===== src/rtl/mc_pkg.sv =====
// Shared constants for the multicycle MIPS control unit: FSM states,
// opcode/funct encodings and ALU control codes.
package mc_pkg;

  typedef enum logic [3:0] {
    S_FETCH  = 4'd0,
    S_DECODE = 4'd1,
    S_MEMADR = 4'd2,
    S_MEMRD  = 4'd3,
    S_MEMWB  = 4'd4,
    S_MEMWR  = 4'd5,
    S_RTEX   = 4'd6,
    S_RTWB   = 4'd7,
    S_BEQEX  = 4'd8,
    S_IEX    = 4'd9,
    S_IWB    = 4'd10,
    S_JEX    = 4'd11
  } state_e;

  localparam logic [5:0] OP_RTYPE = 6'b000000;
  localparam logic [5:0] OP_LW    = 6'b100011;
  localparam logic [5:0] OP_SW    = 6'b101011;
  localparam logic [5:0] OP_BEQ   = 6'b000100;
  localparam logic [5:0] OP_ADDI  = 6'b001000;
  localparam logic [5:0] OP_ANDI  = 6'b001100;
  localparam logic [5:0] OP_ORI   = 6'b001101;
  localparam logic [5:0] OP_J     = 6'b000010;

  localparam logic [5:0] FN_ADD = 6'b100000;
  localparam logic [5:0] FN_SUB = 6'b100010;
  localparam logic [5:0] FN_AND = 6'b100100;
  localparam logic [5:0] FN_OR  = 6'b100101;
  localparam logic [5:0] FN_SLT = 6'b101010;
  localparam logic [5:0] FN_NOR = 6'b100111;
  localparam logic [5:0] FN_SLL = 6'b000000;
  localparam logic [5:0] FN_SRL = 6'b000010;

  localparam logic [3:0] ALU_AND = 4'b0000;
  localparam logic [3:0] ALU_OR  = 4'b0001;
  localparam logic [3:0] ALU_ADD = 4'b0010;
  localparam logic [3:0] ALU_SUB = 4'b0110;
  localparam logic [3:0] ALU_SLT = 4'b0111;
  localparam logic [3:0] ALU_NOR = 4'b1100;
  localparam logic [3:0] ALU_SLL = 4'b1000;
  localparam logic [3:0] ALU_SRL = 4'b1001;

  function automatic logic isLegalOp(logic [5:0] op);
    return (op == OP_RTYPE) || (op == OP_LW) || (op == OP_SW) || (op == OP_BEQ) ||
           (op == OP_ADDI) || (op == OP_ANDI) || (op == OP_ORI) || (op == OP_J);
  endfunction

endpackage


===== src/rtl/mc_aludec.sv =====
// R-type funct field to ALU control decoder; unknown functs fall back to ADD.
module mc_aludec
  import mc_pkg::*;
(
  input  logic [5:0] funct,
  output logic [3:0] aluctrl
);

  always_comb begin
    case (funct)
      FN_ADD:  aluctrl = ALU_ADD;
      FN_SUB:  aluctrl = ALU_SUB;
      FN_AND:  aluctrl = ALU_AND;
      FN_OR:   aluctrl = ALU_OR;
      FN_SLT:  aluctrl = ALU_SLT;
      FN_NOR:  aluctrl = ALU_NOR;
      FN_SLL:  aluctrl = ALU_SLL;
      FN_SRL:  aluctrl = ALU_SRL;
      default: aluctrl = ALU_ADD;
    endcase
  end

endmodule


===== src/rtl/mc_control.sv =====
// Moore control FSM for a multicycle MIPS subset datapath with memory
// wait states driven by memready.
module mc_control
  import mc_pkg::*;
(
  input  logic       clk,
  input  logic       reset,
  input  logic [5:0] op,
  input  logic [5:0] funct,
  input  logic       memready,
  output logic       memtoreg,
  output logic       alusrca,
  output logic       regdst,
  output logic       regwrite,
  output logic       signext,
  output logic       jump,
  output logic       branch,
  output logic       pcwritecond,
  output logic       pcwrite,
  output logic       memwrite,
  output logic       irwrite,
  output logic       iord,
  output logic       illegal,
  output logic [1:0] pcsrc,
  output logic [1:0] alusrcb,
  output logic [3:0] aluctrl,
  output logic [3:0] state
);

  state_e     state_q, state_d;
  logic [3:0] rtAluctrl;

  mc_aludec u_aludec (
    .funct  (funct),
    .aluctrl(rtAluctrl)
  );

  always_ff @(posedge clk or negedge reset) begin
    if (!reset) state_q <= S_FETCH;
    else        state_q <= state_d;
  end

  always_comb begin
    state_d = state_q;
    case (state_q)
      S_FETCH:  if (memready) state_d = S_DECODE;
      S_DECODE: begin
        case (op)
          OP_LW, OP_SW:                state_d = S_MEMADR;
          OP_RTYPE:                    state_d = S_RTEX;
          OP_BEQ:                      state_d = S_BEQEX;
          OP_ADDI, OP_ANDI, OP_ORI:    state_d = S_IEX;
          OP_J:                        state_d = S_JEX;
          default:                     state_d = S_FETCH;
        endcase
      end
      S_MEMADR: state_d = (op == OP_LW) ? S_MEMRD : S_MEMWR;
      S_MEMRD:  if (memready) state_d = S_MEMWB;
      S_MEMWR:  if (memready) state_d = S_FETCH;
      S_RTEX:   state_d = S_RTWB;
      S_IEX:    state_d = S_IWB;
      default:  state_d = S_FETCH;
    endcase
  end

  // Outputs depend only on state, except the memready-gated fetch strobes
  // and the op-dependent immediate ALU selection.
  always_comb begin
    memtoreg    = 1'b0;
    alusrca     = 1'b0;
    regdst      = 1'b0;
    regwrite    = 1'b0;
    jump        = 1'b0;
    branch      = 1'b0;
    pcwritecond = 1'b0;
    pcwrite     = 1'b0;
    memwrite    = 1'b0;
    irwrite     = 1'b0;
    iord        = 1'b0;
    illegal     = 1'b0;
    pcsrc       = 2'b00;
    alusrcb     = 2'b00;
    aluctrl     = ALU_AND;
    case (state_q)
      S_FETCH: begin
        alusrcb = 2'b01;
        aluctrl = ALU_ADD;
        pcsrc   = 2'b01;
        irwrite = memready;
        pcwrite = memready;
      end
      S_DECODE: begin
        alusrcb = 2'b11;
        aluctrl = ALU_ADD;
        illegal = !isLegalOp(op);
      end
      S_MEMADR: begin
        alusrca = 1'b1;
        alusrcb = 2'b10;
        aluctrl = ALU_ADD;
      end
      S_MEMRD: iord = 1'b1;
      S_MEMWB: begin
        memtoreg = 1'b1;
        regwrite = 1'b1;
      end
      S_MEMWR: begin
        iord     = 1'b1;
        memwrite = 1'b1;
      end
      S_RTEX: begin
        alusrca = 1'b1;
        aluctrl = rtAluctrl;
      end
      S_RTWB: begin
        regdst   = 1'b1;
        regwrite = 1'b1;
      end
      S_BEQEX: begin
        alusrca     = 1'b1;
        aluctrl     = ALU_SUB;
        pcwritecond = 1'b1;
        branch      = 1'b1;
      end
      S_IEX: begin
        alusrca = 1'b1;
        alusrcb = 2'b10;
        case (op)
          OP_ANDI: aluctrl = ALU_AND;
          OP_ORI:  aluctrl = ALU_OR;
          default: aluctrl = ALU_ADD;
        endcase
      end
      S_IWB: regwrite = 1'b1;
      S_JEX: begin
        pcsrc   = 2'b10;
        pcwrite = 1'b1;
        jump    = 1'b1;
      end
      default: ;
    endcase
  end

  assign signext = !((op == OP_ANDI) || (op == OP_ORI));
  assign state   = state_q;

endmodule


===== config.mk =====
export PLATFORM = sky130hd
export DESIGN_NAME = mc_control
export DESIGN_NICKNAME = d
export VERILOG_FILES = /design/src/rtl/mc_pkg.sv /design/src/rtl/mc_aludec.sv /design/src/rtl/mc_control.sv
export SDC_FILE = /design/constraint.sdc
export NUM_CORES = 1
export LEC_CHECK = 0
export CORE_MARGIN = 8
export CORE_UTILIZATION = 40
export DETAILED_ROUTE_END_ITERATION = 10
export PLACE_DENSITY = 0.92
export SYNTH_ARGS = -nofsm -noshare
export SYNTH_HDL_FRONTEND = slang
export SYNTH_HIERARCHICAL = 1
export SYNTH_SLANG_ARGS = --single-unit

===== constraint.sdc =====
create_clock -name clk -period 4 [get_ports clk]
set_input_delay 0.6 -clock clk [delete_from_list [all_inputs] [get_ports clk]]
set_output_delay 0.6 -clock clk [all_outputs]
set_load 0.02 [all_outputs]

==> results.txt <==
* Run status: finished, final reports clean
- The clock reaches the later pin of the worst-skew pair after 0.24 ns.
* Via count normalized by instance count: 5.91
- Dividing the synthesized area by the synthesized cell count gives 6.61 um2.
- YS warnings: 6
- Remaining routing DRC violations: 0
- Input and output buffers added on the ports amount to 39.
- Growth of design area from synthesis to finish: 58.5%
* Worst hold path class: in2async
* Die area: 3280 um2
* Number of flip-flops and latches in the synthesized netlist: 4
* Max FFs per register: 4
- Element type at the critical path end: primary output
* Post-route setup TNS: 0 ns
- IR analysis of the VDD net gives a maximum drop of 0.109 mV.
- Area of the mapped netlist: 681 um2
- Max-cap violations in this run came to 0.
- CTS Hold Buffers Added: 0
- Crit-path leading delay family: buffers and inverters
* Unrepaired setup endpoints after global routing: no
- In this run the power density over the cells is 247 nW/um2.
- The final-report max-slew violation count came to 0.
- Category of the worst setup path launch point: input pin
- For the worst setup path, the data required time is 3.40 ns.
- The critical path in this run is classified as in2out.
- CTS buffer count: 3
* Cell Rows: 15
- Setup slack on the critical path of the routed design comes to 0.775 ns.
- Clock-pin slew was measured on the worst setup and hold paths at 0.04 ns.
- In the final layout, the share of cells above drive strength 1 is 0.0580.
- List of cells traversed by the critical path: clkdlybuf4s50_1 -> nand3_1 -> o31a_2 -> o32ai_1 -> a2111oi_0 -> clkdlybuf4s50_1
- The detailed router placed 916 vias in this run.
- The die is 57.3 um tall.
- Leakage component of the power: 0.379 nW
* Number of buffers on the longest clock path: 2
- In this run, the number of DRC markers left after iteration 0 of detailed routing was 21.
* Postcts setup bufs: 0
- The initial utilization of the core area, before any placement, comes to 0.407.
- In the synthesized netlist the async set-or-reset flop fraction comes to 1.00.
- Period Utilization, post-route: 0.806
- Hpwl dp: 1760 um
- Timing analysis after detailed placement gives a worst setup slack of 0.750 ns.
- Arrival @ worst endpoint: 2.63 ns
- The number of antenna violations at the first check in global routing was 0.
* Die outline width: 57.3 um
- Via count of the first global-routing pass: 875
* 1st-pass router iterations: 4
- At the pin with the least slew margin, the transition time is 0.609 ns.
* Number of antenna-violating nets in the routed design: 0
* Total length of routed wires: 2240 um
- Antenna diodes: 0
- Number of synthesized flops with an enable pin: 0
- Pin placement for this block handled 40 I/O pins.
- Max Clk Rate: 310 MHz
- Sequential fraction of the synthesis area: 0.147
- For the final database, setup skew stands at 0.00205 ns.
- In the synthesized netlist the dominant register cell turns out to be dfrtp_1.
* Max-slew headroom at the worst pin: 0.594
- Total core area: 1670 um2
* Global-route congestion overflow total: 0
* Routed len/inst: 14.5 um
- Among all stages on the critical path, the largest delay is contributed by clkdlybuf4s50_1.
* First-pass GRT wire length: 3830 um
- After layout, the minimum clock period comes to 3.23 ns.
- Biggest fanout along the worst timing path: 6
- TritonCTS built the clock tree.
- Routability-driven placement finished with a final weighted congestion of 0.817.
- The number of buffers and inverters on the critical path is 2.
- Synthesized netlist net count: 118
* Total of endpoints with negative setup slack in the final report: 0
- Hold violation total from the final report: 0
* Overall track demand over capacity in global routing: 0.141
* Peak per-stage delay on the critical path: 0.68 ns
* Root Buffer: clkbuf_4
- Pin count of the biggest net entering global routing: 22
* Cell type with the highest occurrence count on the critical path: clkdlybuf4s50_1
* Post-CTS resize count: 0
- Number of standard cells after synthesis: 103
- Count of cell types in the netlist: 40
* Count of H-tree levels built during CTS: 1
- For this design, the sink count on the clock tree is 4.
* Post-layout nets: 155
## cell usage in the layout (no fill, tap or decap), drive strengths merged, types with 3 or more instances in the layout
cell type and n:
a21oi 7, nor2 13, nand2b 6, nor3 10, o21ai 5, inv 4, nand3 3, clkdlybuf4s50 39
clkbuf 3, dfrtp 4, nand2 8, nor2b 5
## report_power, final
part,switching (mW),total [mW],internal (mW)
clock,0.0168,0.0503,0.0336
sequential,0.0180,0.0623,0.0443
combinational,0.0781,0.153,0.0754
total,0.113,0.266,0.153
## area by class of cell
class                           count  area, um2
Tap cell                           17       21.3
Fill cell                         152        592
Multi-Input combinational cell     88        529
Timing Repair Buffer               39        390
Clock buffer                        3       22.5
Inverter                            4       15.0
Sequential cell                     4        100
## per-stage QoR
step,power (mW),std cells,utilization,hold slack (ns),cell area [um2]
2_1_floorplan,0.141,103,-,0.304,681
3_3_place_gp,0.214,152,0.632,0.727,1060
3_5_place_dp,0.216,152,0.632,0.729,1060
4_1_cts,0.269,155,0.646,0.566,1080
5_1_grt,0.290,155,0.646,0.555,1080
6_report,0.266,155,0.646,0.567,1080
## final timing paths
path,startpoint,endpoint,slack [ns],cells past startpoint
max in group asynchronous,reset,state[2]$_DFFE_PN0P_,3.27,1
setup / recovery,op[1],illegal,0.77,6
hold reg to reg,state[3]$_DFFE_PN0P_,state[0]$_DFFE_PN0P_,0.74,1
setup reg to reg,state[1]$_DFFE_PN0P_,state[2]$_DFFE_PN0P_,2.30,4
hold / removal,reset,state[3]$_DFFE_PN0P_,0.57,1
min in group clk,state[3]$_DFFE_PN0P_,state[0]$_DFFE_PN0P_,0.74,1
## cell usage after synthesis, drive strengths merged, types with 2 or more instances
library cell / instances / area share
nor4: 2 / 0.018
nand2b: 6 / 0.055
nor2b: 5 / 0.046
a31oi: 2 / 0.018
clkbuf: 2 / 0.011
dfrtp: 4 / 0.15
nand3: 3 / 0.022
buf: 5 / 0.042
nand2: 8 / 0.044
a21oi: 7 / 0.051
inv: 4 / 0.022
a21o: 2 / 0.022
o21ai: 5 / 0.037
and3: 2 / 0.020
nor3b: 2 / 0.022
a2111oi: 2 / 0.026
o22ai: 2 / 0.028
xnor2: 2 / 0.026
nor3: 10 / 0.081
nor2: 13 / 0.072
## per-layer routing
layer / up-vias / track usage / part of all wire
met5: - / 0 / 0
met4: 0 / 0.0643 / 0.0058
met3: 2 / 0.0605 / 0.076
met2: 35 / 0.240 / 0.50
met1: 428 / 0.147 / 0.42
li1: 451 / - / -
## kinds of logic after synthesis
kind of cell    Yosys count  synth area share
compound gates           29             0.303
buf+inv                  11            0.0754
xor+xnor                  2            0.0257
mux                       1            0.0147
fa+ha+maj                 1            0.0147
simple gates             55             0.419
flops                     4             0.147
(Power assumes the default switching activity.)
